==> src/rtl/melody_req_ctrl_if.sv <==
// -----------------------------------------------------------------------------
// melody_req_ctrl_if
//   Signal bundle between the vending/buzzer side and melody_req_ctrl.
//
//   vend_done   1  1-cycle pulse: goods dispensed  -> request song 1
//   refund_done 1  1-cycle pulse: refund paid out  -> request song 2
//   mute        1  level: abort playback and refuse new requests
//   end_note    1  1-cycle pulse from buzzer_ctrl: one song pass complete
//   work_en     2  song select to buzzer_ctrl (0 off, 1 song 1, 2 song 2)
//   busy        1  controller is playing or in its silent gap
//   play_done   1  1-cycle pulse: request finished all repeats
//   req_drop    1  1-cycle pulse: a request (or a timed-out song) was lost
//
//   master : the environment driving events (testbench / system glue)
//   slave  : the melody_req_ctrl block
// -----------------------------------------------------------------------------
`timescale 1ns/1ps

interface melody_req_ctrl_if;
  logic       vend_done;
  logic       refund_done;
  logic       mute;
  logic       end_note;
  logic [1:0] work_en;
  logic       busy;
  logic       play_done;
  logic       req_drop;

  modport master (
    output vend_done, refund_done, mute, end_note,
    input  work_en, busy, play_done, req_drop
  );

  modport slave (
    input  vend_done, refund_done, mute, end_note,
    output work_en, busy, play_done, req_drop
  );
endinterface

==> src/rtl/melody_req_ctrl.sv <==
// -----------------------------------------------------------------------------
// melody_req_ctrl
//   Song-request sequencer in front of buzzer_ctrl. One-cycle vending events
//   become a held 2-bit song select (work_en). The select is held until
//   buzzer_ctrl has reported end_note REPEAT_CNT times, then a silent gap of
//   GAP_CYCLES+1 cycles is inserted. One further request can wait in a
//   single-entry pending slot while a song plays or the gap runs.
//
// Ports
//   clk            in  system clock (50 MHz)
//   rst            in  asynchronous reset, active-high
//   bus (slave)    vend_done, refund_done, mute, end_note in;
//                  work_en, busy, play_done, req_drop out (all registered)
//
// Parameters
//   REPEAT_CNT      plays per request (1..7, 0 behaves as 1)
//   GAP_CYCLES      silent-gap terminal count
//   TIMEOUT_CYCLES  watchdog terminal count (only used with the macro below)
//
// Optional feature
//   `define MELODY_TIMEOUT_EN  adds a PLAY watchdog; on expiry the song is
//   abandoned as if its last end_note arrived, play_done is suppressed and
//   req_drop pulses instead. Without the macro PLAY waits for end_note
//   indefinitely (mute or rst are the only ways out).
// -----------------------------------------------------------------------------
`timescale 1ns/1ps

module melody_req_ctrl #(
  parameter logic [2:0]  REPEAT_CNT     = 3'd1,
  parameter logic [24:0] GAP_CYCLES     = 25'd4_999_999,
  parameter logic [27:0] TIMEOUT_CYCLES = 28'd199_999_999
) (
  input  logic               clk,
  input  logic               rst,
  melody_req_ctrl_if.slave   bus
);

  localparam logic [1:0] SONG_OFF = 2'd0;
  localparam logic [1:0] SONG_1   = 2'd1;
  localparam logic [1:0] SONG_2   = 2'd2;

  // Index of the final pass; REPEAT_CNT of 0 is folded onto 1 play.
  localparam logic [2:0] REP_LAST = (REPEAT_CNT == 3'd0) ? 3'd0 : (REPEAT_CNT - 3'd1);

  typedef enum logic [1:0] {
    IDLE = 2'd0,
    PLAY = 2'd1,
    GAP  = 2'd2
  } state_t;

  typedef struct packed {
    logic       vld;
    logic [1:0] song;
    logic       drop;
  } slot_t;

  // Offer this cycle's requests to the pending slot. vend is taken first so a
  // simultaneous vend+refund into an empty slot keeps song 1 and drops song 2.
  // A request for the song already waiting merges silently.
  function automatic slot_t offer_slot(input logic       vld,
                                       input logic [1:0] song,
                                       input logic       want1,
                                       input logic       want2);
    slot_t r;
    r.vld  = vld;
    r.song = song;
    r.drop = 1'b0;
    if (want1) begin
      if (!r.vld) begin
        r.vld  = 1'b1;
        r.song = SONG_1;
      end else if (r.song != SONG_1) begin
        r.drop = 1'b1;
      end
    end
    if (want2) begin
      if (!r.vld) begin
        r.vld  = 1'b1;
        r.song = SONG_2;
      end else if (r.song != SONG_2) begin
        r.drop = 1'b1;
      end
    end
    return r;
  endfunction

  state_t      state_q, state_d;
  logic [1:0]  work_en_q, work_en_d;
  logic        busy_q, busy_d;
  logic        play_done_q, play_done_d;
  logic        req_drop_q, req_drop_d;
  logic [2:0]  rep_cnt_q, rep_cnt_d;
  logic [24:0] gap_cnt_q, gap_cnt_d;
  logic        pend_vld_q, pend_vld_d;
  logic [1:0]  pend_song_q, pend_song_d;

`ifdef MELODY_TIMEOUT_EN
  logic [27:0] wdog_q, wdog_d;
`else
  logic        unused_timeout;
  assign unused_timeout = ^TIMEOUT_CYCLES;
`endif

  logic        req_any;
  logic        req_both;
  logic [1:0]  req_song;
  logic        gap_term;
  slot_t       slot;

  assign req_any  = bus.vend_done | bus.refund_done;
  assign req_both = bus.vend_done & bus.refund_done;
  assign req_song = bus.vend_done ? SONG_1 : SONG_2;
  assign gap_term = (gap_cnt_q == GAP_CYCLES);
  assign slot     = offer_slot(pend_vld_q, pend_song_q, bus.vend_done, bus.refund_done);

  // ---------------------------------------------------------------------------
  // Next-state and next-output decode
  // ---------------------------------------------------------------------------
  always_comb begin
    state_d     = state_q;
    work_en_d   = work_en_q;
    play_done_d = 1'b0;
    req_drop_d  = 1'b0;
    rep_cnt_d   = rep_cnt_q;
    gap_cnt_d   = gap_cnt_q;
    pend_vld_d  = pend_vld_q;
    pend_song_d = pend_song_q;
`ifdef MELODY_TIMEOUT_EN
    wdog_d      = wdog_q;
`endif

    if (bus.mute) begin
      // Mute wins over everything: silence now, forget queued work, and flag
      // any request that tries to get in while muted.
      state_d     = IDLE;
      work_en_d   = SONG_OFF;
      rep_cnt_d   = 3'd0;
      gap_cnt_d   = 25'd0;
      pend_vld_d  = 1'b0;
      pend_song_d = SONG_OFF;
      req_drop_d  = req_any;
`ifdef MELODY_TIMEOUT_EN
      wdog_d      = 28'd0;
`endif
    end else begin
      unique case (state_q)
        IDLE: begin
          if (req_any) begin
            state_d   = PLAY;
            work_en_d = req_song;
            rep_cnt_d = 3'd0;
`ifdef MELODY_TIMEOUT_EN
            wdog_d    = 28'd0;
`endif
            if (req_both) begin
              pend_vld_d  = 1'b1;
              pend_song_d = SONG_2;
            end
          end
        end

        PLAY: begin
          pend_vld_d  = slot.vld;
          pend_song_d = slot.song;
          req_drop_d  = slot.drop;
          if (bus.end_note) begin
`ifdef MELODY_TIMEOUT_EN
            wdog_d = 28'd0;
`endif
            if (rep_cnt_q == REP_LAST) begin
              state_d     = GAP;
              work_en_d   = SONG_OFF;
              play_done_d = 1'b1;
              rep_cnt_d   = 3'd0;
              gap_cnt_d   = 25'd0;
            end else begin
              rep_cnt_d = rep_cnt_q + 3'd1;
            end
          end
`ifdef MELODY_TIMEOUT_EN
          else if (wdog_q == TIMEOUT_CYCLES) begin
            // buzzer_ctrl stopped answering: abandon the song without
            // claiming completion and report it as lost.
            state_d    = GAP;
            work_en_d  = SONG_OFF;
            req_drop_d = 1'b1;
            rep_cnt_d  = 3'd0;
            gap_cnt_d  = 25'd0;
            wdog_d     = 28'd0;
          end else begin
            wdog_d = wdog_q + 28'd1;
          end
`endif
        end

        GAP: begin
          if (!gap_term) begin
            gap_cnt_d   = gap_cnt_q + 25'd1;
            pend_vld_d  = slot.vld;
            pend_song_d = slot.song;
            req_drop_d  = slot.drop;
          end else begin
            gap_cnt_d = 25'd0;
            rep_cnt_d = 3'd0;
`ifdef MELODY_TIMEOUT_EN
            wdog_d    = 28'd0;
`endif
            if (pend_vld_q) begin
              // Queued song goes straight out with no idle cycle; anything
              // arriving on this same edge has nowhere to wait.
              state_d     = PLAY;
              work_en_d   = pend_song_q;
              pend_vld_d  = 1'b0;
              pend_song_d = SONG_OFF;
              req_drop_d  = req_any;
            end else if (req_any) begin
              state_d   = PLAY;
              work_en_d = req_song;
              if (req_both) begin
                pend_vld_d  = 1'b1;
                pend_song_d = SONG_2;
              end
            end else begin
              state_d = IDLE;
            end
          end
        end

        default: begin
          state_d     = IDLE;
          work_en_d   = SONG_OFF;
          rep_cnt_d   = 3'd0;
          gap_cnt_d   = 25'd0;
          pend_vld_d  = 1'b0;
          pend_song_d = SONG_OFF;
        end
      endcase
    end

    busy_d = (state_d == PLAY) || (state_d == GAP);
  end

  // ---------------------------------------------------------------------------
  // State and output registers
  // ---------------------------------------------------------------------------
  always_ff @(posedge clk or posedge rst) begin
    if (rst) begin
      state_q     <= IDLE;
      work_en_q   <= SONG_OFF;
      busy_q      <= 1'b0;
      play_done_q <= 1'b0;
      req_drop_q  <= 1'b0;
      rep_cnt_q   <= 3'd0;
      gap_cnt_q   <= 25'd0;
      pend_vld_q  <= 1'b0;
      pend_song_q <= SONG_OFF;
`ifdef MELODY_TIMEOUT_EN
      wdog_q      <= 28'd0;
`endif
    end else begin
      state_q     <= state_d;
      work_en_q   <= work_en_d;
      busy_q      <= busy_d;
      play_done_q <= play_done_d;
      req_drop_q  <= req_drop_d;
      rep_cnt_q   <= rep_cnt_d;
      gap_cnt_q   <= gap_cnt_d;
      pend_vld_q  <= pend_vld_d;
      pend_song_q <= pend_song_d;
`ifdef MELODY_TIMEOUT_EN
      wdog_q      <= wdog_d;
`endif
    end
  end

  assign bus.work_en   = work_en_q;
  assign bus.busy      = busy_q;
  assign bus.play_done = play_done_q;
  assign bus.req_drop  = req_drop_q;

endmodule

==> src/flat_wrapper.sv <==
// flat-port wrapper written by rule: the top's interface ports become plain ports
module melody_req_ctrl_flat 
#(
  parameter logic [2:0]  REPEAT_CNT     = 3'd1,
  parameter logic [24:0] GAP_CYCLES     = 25'd4_999_999,
  parameter logic [27:0] TIMEOUT_CYCLES = 28'd199_999_999
)
  (clk, rst, bus_vend_done, bus_refund_done, bus_mute, bus_end_note, bus_work_en, bus_busy, bus_play_done, bus_req_drop);
  melody_req_ctrl_if bus_i ();
  input  logic clk;
  input  logic rst;
  input wire logic [$bits(bus_i.vend_done)-1:0] bus_vend_done;
  input wire logic [$bits(bus_i.refund_done)-1:0] bus_refund_done;
  input wire logic [$bits(bus_i.mute)-1:0] bus_mute;
  input wire logic [$bits(bus_i.end_note)-1:0] bus_end_note;
  output wire logic [$bits(bus_i.work_en)-1:0] bus_work_en;
  output wire logic [$bits(bus_i.busy)-1:0] bus_busy;
  output wire logic [$bits(bus_i.play_done)-1:0] bus_play_done;
  output wire logic [$bits(bus_i.req_drop)-1:0] bus_req_drop;
  assign bus_i.vend_done = bus_vend_done;
  assign bus_i.refund_done = bus_refund_done;
  assign bus_i.mute = bus_mute;
  assign bus_i.end_note = bus_end_note;
  assign bus_work_en = bus_i.work_en;
  assign bus_busy = bus_i.busy;
  assign bus_play_done = bus_i.play_done;
  assign bus_req_drop = bus_i.req_drop;
  melody_req_ctrl #(.REPEAT_CNT(REPEAT_CNT), .GAP_CYCLES(GAP_CYCLES), .TIMEOUT_CYCLES(TIMEOUT_CYCLES)) u_core (.clk(clk), .rst(rst), .bus(bus_i));
endmodule
==> config.mk <==
export PLATFORM = sky130hd
export DESIGN_NAME = melody_req_ctrl_flat
export DESIGN_NICKNAME = d
export VERILOG_FILES = /design/src/rtl/melody_req_ctrl_if.sv /design/src/rtl/melody_req_ctrl.sv /design/src/flat_wrapper.sv
export SDC_FILE = /design/constraint.sdc
export NUM_CORES = 1
export LEC_CHECK = 0
export ABC_AREA = 1
export CAP_MARGIN = 20
export CORE_UTILIZATION = 47
export CTS_CLUSTER_SIZE = 20
export DETAILED_ROUTE_END_ITERATION = 6
export GPL_ROUTABILITY_DRIVEN = 0
export SYNTH_ARGS = -nofsm -noshare
export SYNTH_HDL_FRONTEND = slang
export SYNTH_SLANG_ARGS = --single-unit
==> constraint.sdc <==
create_clock -name clk -period 2.48 [get_ports clk]
set_clock_uncertainty 0.1 [all_clocks]
set_input_delay 0.496 -clock clk [delete_from_list [all_inputs] [get_ports clk]]
set_output_delay 0.496 -clock clk [all_outputs]
set_load 0.005 [all_outputs]
Word level (Yosys, flattened, before mapping)
Index checks and enable logic that the tools add are counted.
{"block": "totals", "register_bits": 38, "latchBits": 0, "ramBits": 0, "mem_bits_ro": 0, "out_inout_bits": 5, "n_memories": 0}
{"block": "op_classes", "add_sub_neg": 2, "multipliers": 0, "div_mod_pow": 0, "magnitude_cmp": 0, "eq_ne": 13, "shift": 0, "n_mux": 57, "bitwise": 2, "n_reduce_logical": 7}
{"op": "$mux 25", "n": 4}
{"op": "$pmux 25 s3", "n": 1}
{"op": "$mux 2", "n": 20}
{"op": "$add 25x1->25 const B", "n": 1}
{"op": "$eq 25x23->1 const B", "n": 1}
{"op": "$mux 1", "n": 19}
{"op": "$pmux 2 s3", "n": 3}
{"op": "$mux 3", "n": 5}
{"op": "$ne 3x2->1 const B", "n": 4}
{"op": "$pmux 3 s3", "n": 1}
{"op": "$reduce_and 3->1", "n": 3}
{"op": "$mux 4", "n": 2}
{"op": "$eq 2x1->1 const B", "n": 2}
{"op": "$eq 2x2->1 const B", "n": 2}
{"op": "$ne 2x2->1 const B", "n": 2}
{"op": "$add 3x1->3 const B", "n": 1}
{"op": "$logic_not 3->1", "n": 1}
{"op": "$ne 3x3->1 const B", "n": 1}
{"op": "$pmux 1 s3", "n": 1}
{"op": "$logic_not 2->1", "n": 1}
{"op": "$ne 2x1->1 const B", "n": 1}
{"op": "$pmux 1 s2", "n": 1}
{"op": "$reduce_and 2->1", "n": 1}
{"op": "$and 1x1->1", "n": 1}
{"op": "other kinds (2)", "n": 2}

Longest topological paths before layout
{"block": "depth", "ltp_word": 11, "depth_mapped": 12, "mapped_depth_nobuf": 12}

Worst setup path before layout
OpenSTA, ideal clock, no wires.
{"block": "synth_timing", "path_type": "register to register", "startpoint": "reg u_core.state_q[1]", "endpoint": "reg u_core.gap_cnt_q[20]", "setup_ns": 0.113, "arrival_ns": 1.542, "required_time_ns": 2.267, "setup_slack_ns": 0.725, "stages_incl_launch_ff": 12, "n_path_buf": 1, "period_less_slack_ns": 1.755, "path_cell_list": "dfrtp_1 -> inv_1 -> ha_1 -> inv_2 -> nor2_1 -> a21oi_4 -> buf_6 -> and3_4 -> nand3_2 -> nand2_1 -> nand2_1 -> inv_1"}
{"block": "synth_via", "elab_chain_cells": 3, "elab_cells_between_ends": 9}
{"element": "from (decl)", "line_no": "melody_req_ctrl.sv:87", "rtl": "state_t state_q, state_d;"}
{"element": "from (signal assigned)", "line_no": "melody_req_ctrl.sv:261", "rtl": "state_q <= state_d;"}
{"element": "$eq 2x1->1 (tied with other cells)", "line_no": "melody_req_ctrl.sv:146", "rtl": "unique case (state_q)"}
{"element": "$ne 3x2->1 (no source line) (tied with other cells)"}
{"element": "$reduce_and 3->1 (no source line) / $mux 25 (equally long branches)"}
{"element": "to (signal assigned)", "line_no": "melody_req_ctrl.sv:267", "rtl": "gap_cnt_q <= gap_cnt_d;"}
{"element": "to (decl)", "line_no": "melody_req_ctrl.sv:93", "rtl": "logic [24:0] gap_cnt_q, gap_cnt_d;"}
Parallel ways exist; a longest one is shown, timed or not.
A chain may end at the register's enable or synchronous reset.

Worst setup path in the final report
{"block": "layout_timing", "startpoint": "reg u_core.state_q[1]", "endpoint": "reg u_core.gap_cnt_q[11]"}
The elaborated chain is that of the path after synthesis.

==> impl_metrics.ini <==
[status]
outcome = finished clean

[clocking]
cts_tree = built
hold_buffers = 0
root_buffer = clkbuf_8
h-tree-depth = 2
cts_buffers = 5
clockBufferDepth = 2
post_cts_buffers = 0
cts.sinks = 38
cts_resized = 0
worst_skew_pair.late_latency_ns = 0.29
clkSlewWorstSetupHoldPaths_ns = 0.08

[sta]
maxSlewViolCount = 0
max_clock_freq_ghz = 0.480
finalSetupViolCount = 0
finalCritPeriodShare = 0.840
whs_ns = 0.416
rsz0062_at_grt = false
hold_viol_final = 0
setup_ws_ns = 0.397
min_period_ns = 2.08
max_slew_margin = 0.667
tightest_slew_ns = 0.500
tns_ns = 0

[worst_setup_path]
critPathTopFamily = buffers and inverters
crit_buf_inv = 4
r2r_slack_ns = 0.40
crit_chain = inv_1 > ha_1 > inv_2 > nor2_1 > a21oi_4 > buf_4 > nand2_4 > buf_4 > o21ai_2 > a21oi_1
crit_slowest_cell = dfrtp_1
critPathArrivalTime_ns = 2.20
required_ns = 2.60
crit_type = flop to flop
startpoint_type = flop
cpMostUsedCell = buf_4
cp_max_fo = 12
max_stage_delay_ns = 0.43
timing.rr.start = u_core.state_q[1]$_DFF_PP0_
worstReg2RegEnd = u_core.gap_cnt_q[11]$_DFFE_PP0P_
end_kind = flop
r2r_cells = 10

[placed_design]
place_inst = 453
dp_hpwl_mm = 4.49
dp_slack_ns = 0.226
io_buffers = 10

[grt]
grt_max_degree = 39
first_global_vias = 2271
overflow = 0
track_usage = 0.218
antenna_found_initial = 0
grt_pass1_wl_mm = 10.3

[cells_and_area]
final_cell_mix = 86 x nand2_1, 52 x nor2_1, 50 x inv_1
final_common_cell = nand2_1
drive_gt1_frac = 0.155
final_cells = 460
diodes = 0
area_growth_pct = 10.7
num-nets-final = 401

[detailed_routing]
routed_via_density = 5.11
drc = 0
vias = 2349
wl_mm = 5.86
first_iter_violations = 172
wl_per_cell_um = 12.7
drtPass1Iterations = 5
postRouteAntennaNets = 0

[synthesis]
ys_warn_count = 0
synth_fp_nets = 385
synth_area_um2 = 2680
yosysSeqAreaShare = 0.355
synth-seq-cells = 38
yosysTopAreaCellShare = 0.355
synthTopCellsByArea = dfrtp_1 36%, nand2_1 12%, nor2_1 7.3%, inv_1 7.0%, nand3_1 5.0%
yosysUniqueCellTypes = 35
synth_cells = 372
syn_area_per_cell_um2 = 7.20
yosys.area.top_type = dfrtp_1

[floorplanning]
die-height_um = 77.5
io-pin-count = 11
die_x_um = 77.5
std_cell_rows = 27
initial_core_util = 0.486
die-area_um2 = 6000
core-area_um2 = 5510

[worst_hold_path]
min_to = u_core.bus.work_en[1]$_DFFE_PP0P_
hp-class = flop to flop
hold_depth = 2
hold_start = u_core.bus.work_en[1]$_DFFE_PP0P_

[run]
drv_cap = 0

[power]
power.density_nw_per_um2 = 536
peakVddDrop_mv = 0.362
leakage_nw = 1.36
total_power_mw = 1.59
state kept, by name (all words and copies together), names as in the netlist:
name,count
u_core.gap_cnt_q,25
u_core.rep_cnt_q,3
u_core.bus.work_en,2
u_core.pend_song_q,2
u_core.state_q,2
u_core.bus.busy,1
u_core.bus.play_done,1
u_core.bus.req_drop,1
u_core.pend_vld_q,1
power by group:
part / total [mW] / internal [mW] / switching, mW
logic: 0.369 / 0.130 / 0.239
registers: 0.680 / 0.651 / 0.0294
clock network: 0.540 / 0.322 / 0.218
total: 1.59 / 1.10 / 0.487
layout make-up:
cell class / count / area [µm²]
Clock inverter: 1 / 30.0
Timing Repair Buffer: 13 / 123
Fill cell: 540 / 2540
Clock buffer: 6 / 82.6
Inverter: 55 / 209
Multi-Input combinational cell: 275 / 1480
Sequential cell: 38 / 951
Tap cell: 72 / 90.1
how the worst max path moves through the flow:
stage                           startpoint                          endpoint  slack [ns]  depth (start not counted)
6_report       u_core.state_q[1]$_DFF_PP0_  u_core.gap_cnt_q[11]$_DFFE_PP0P_        0.40                         10
4_1_cts        u_core.state_q[1]$_DFF_PP0_  u_core.gap_cnt_q[11]$_DFFE_PP0P_        0.42                         10
3_5_place_dp                      bus_mute  u_core.gap_cnt_q[11]$_DFFE_PP0P_        0.23                          8
3_3_place_gp                      bus_mute  u_core.gap_cnt_q[13]$_DFFE_PP0P_        0.28                          8
5_1_grt        u_core.state_q[1]$_DFF_PP0_   u_core.gap_cnt_q[6]$_DFFE_PP0P_        0.22                         10
2_1_floorplan  u_core.state_q[1]$_DFF_PP0_  u_core.gap_cnt_q[20]$_DFFE_PP0P_        0.72                         11
Yosys cell counts (all sizes together):
cell type / instances
nor3: 18
a32oi: 1
a21oi: 19
nand3: 31
nor4: 1
buf: 3
clkbuf: 1
dfrtp: 38
nor2: 64
nand3b: 1
and3: 1
nand4: 7
xor2: 1
a21o: 1
or2: 1
a31oi: 2
o21ai: 20
inv: 55
xnor2: 1
o221a: 1
ha: 7
nand2: 98
worst min-delay path, stage by stage, from the launching register on:
cell and delay, ns:
dfrtp_1 0.37, nand2_1 0.05, o21ai_0 0.06
layer usage:
layer / share of wire / track usage / vias up
li1: - / - / 1216
met1: 0.52 / 0.315 / 1074
met2: 0.43 / 0.328 / 50
met3: 0.043 / 0.0435 / 9
met4: 0.012 / 0.0623 / 0
met5: 0 / 0 / -
per-stage QoR:
stage | util | area (µm²)
finish | 0.539 | 2970
floorplan | - | 2680
global route | 0.539 | 2970
global placement | 0.518 | 2850
CTS | 0.539 | 2970
detailed placement | 0.518 | 2850
cells by family (layout without fill, tap and decap cells):
family	Yosys count	count (layout)	share of synthesized area
adder cells (fa/ha/maj)	7	7	0.0327
buffers and inverters	59	75	0.0921
XOR/XNOR	2	2	0.00654
flip-flops	38	38	0.355
AND/OR/NAND/NOR	222	222	0.408
AO/OA/AOI/OAI	44	44	0.105
Note: power is estimated with default switching activity, not from simulation.
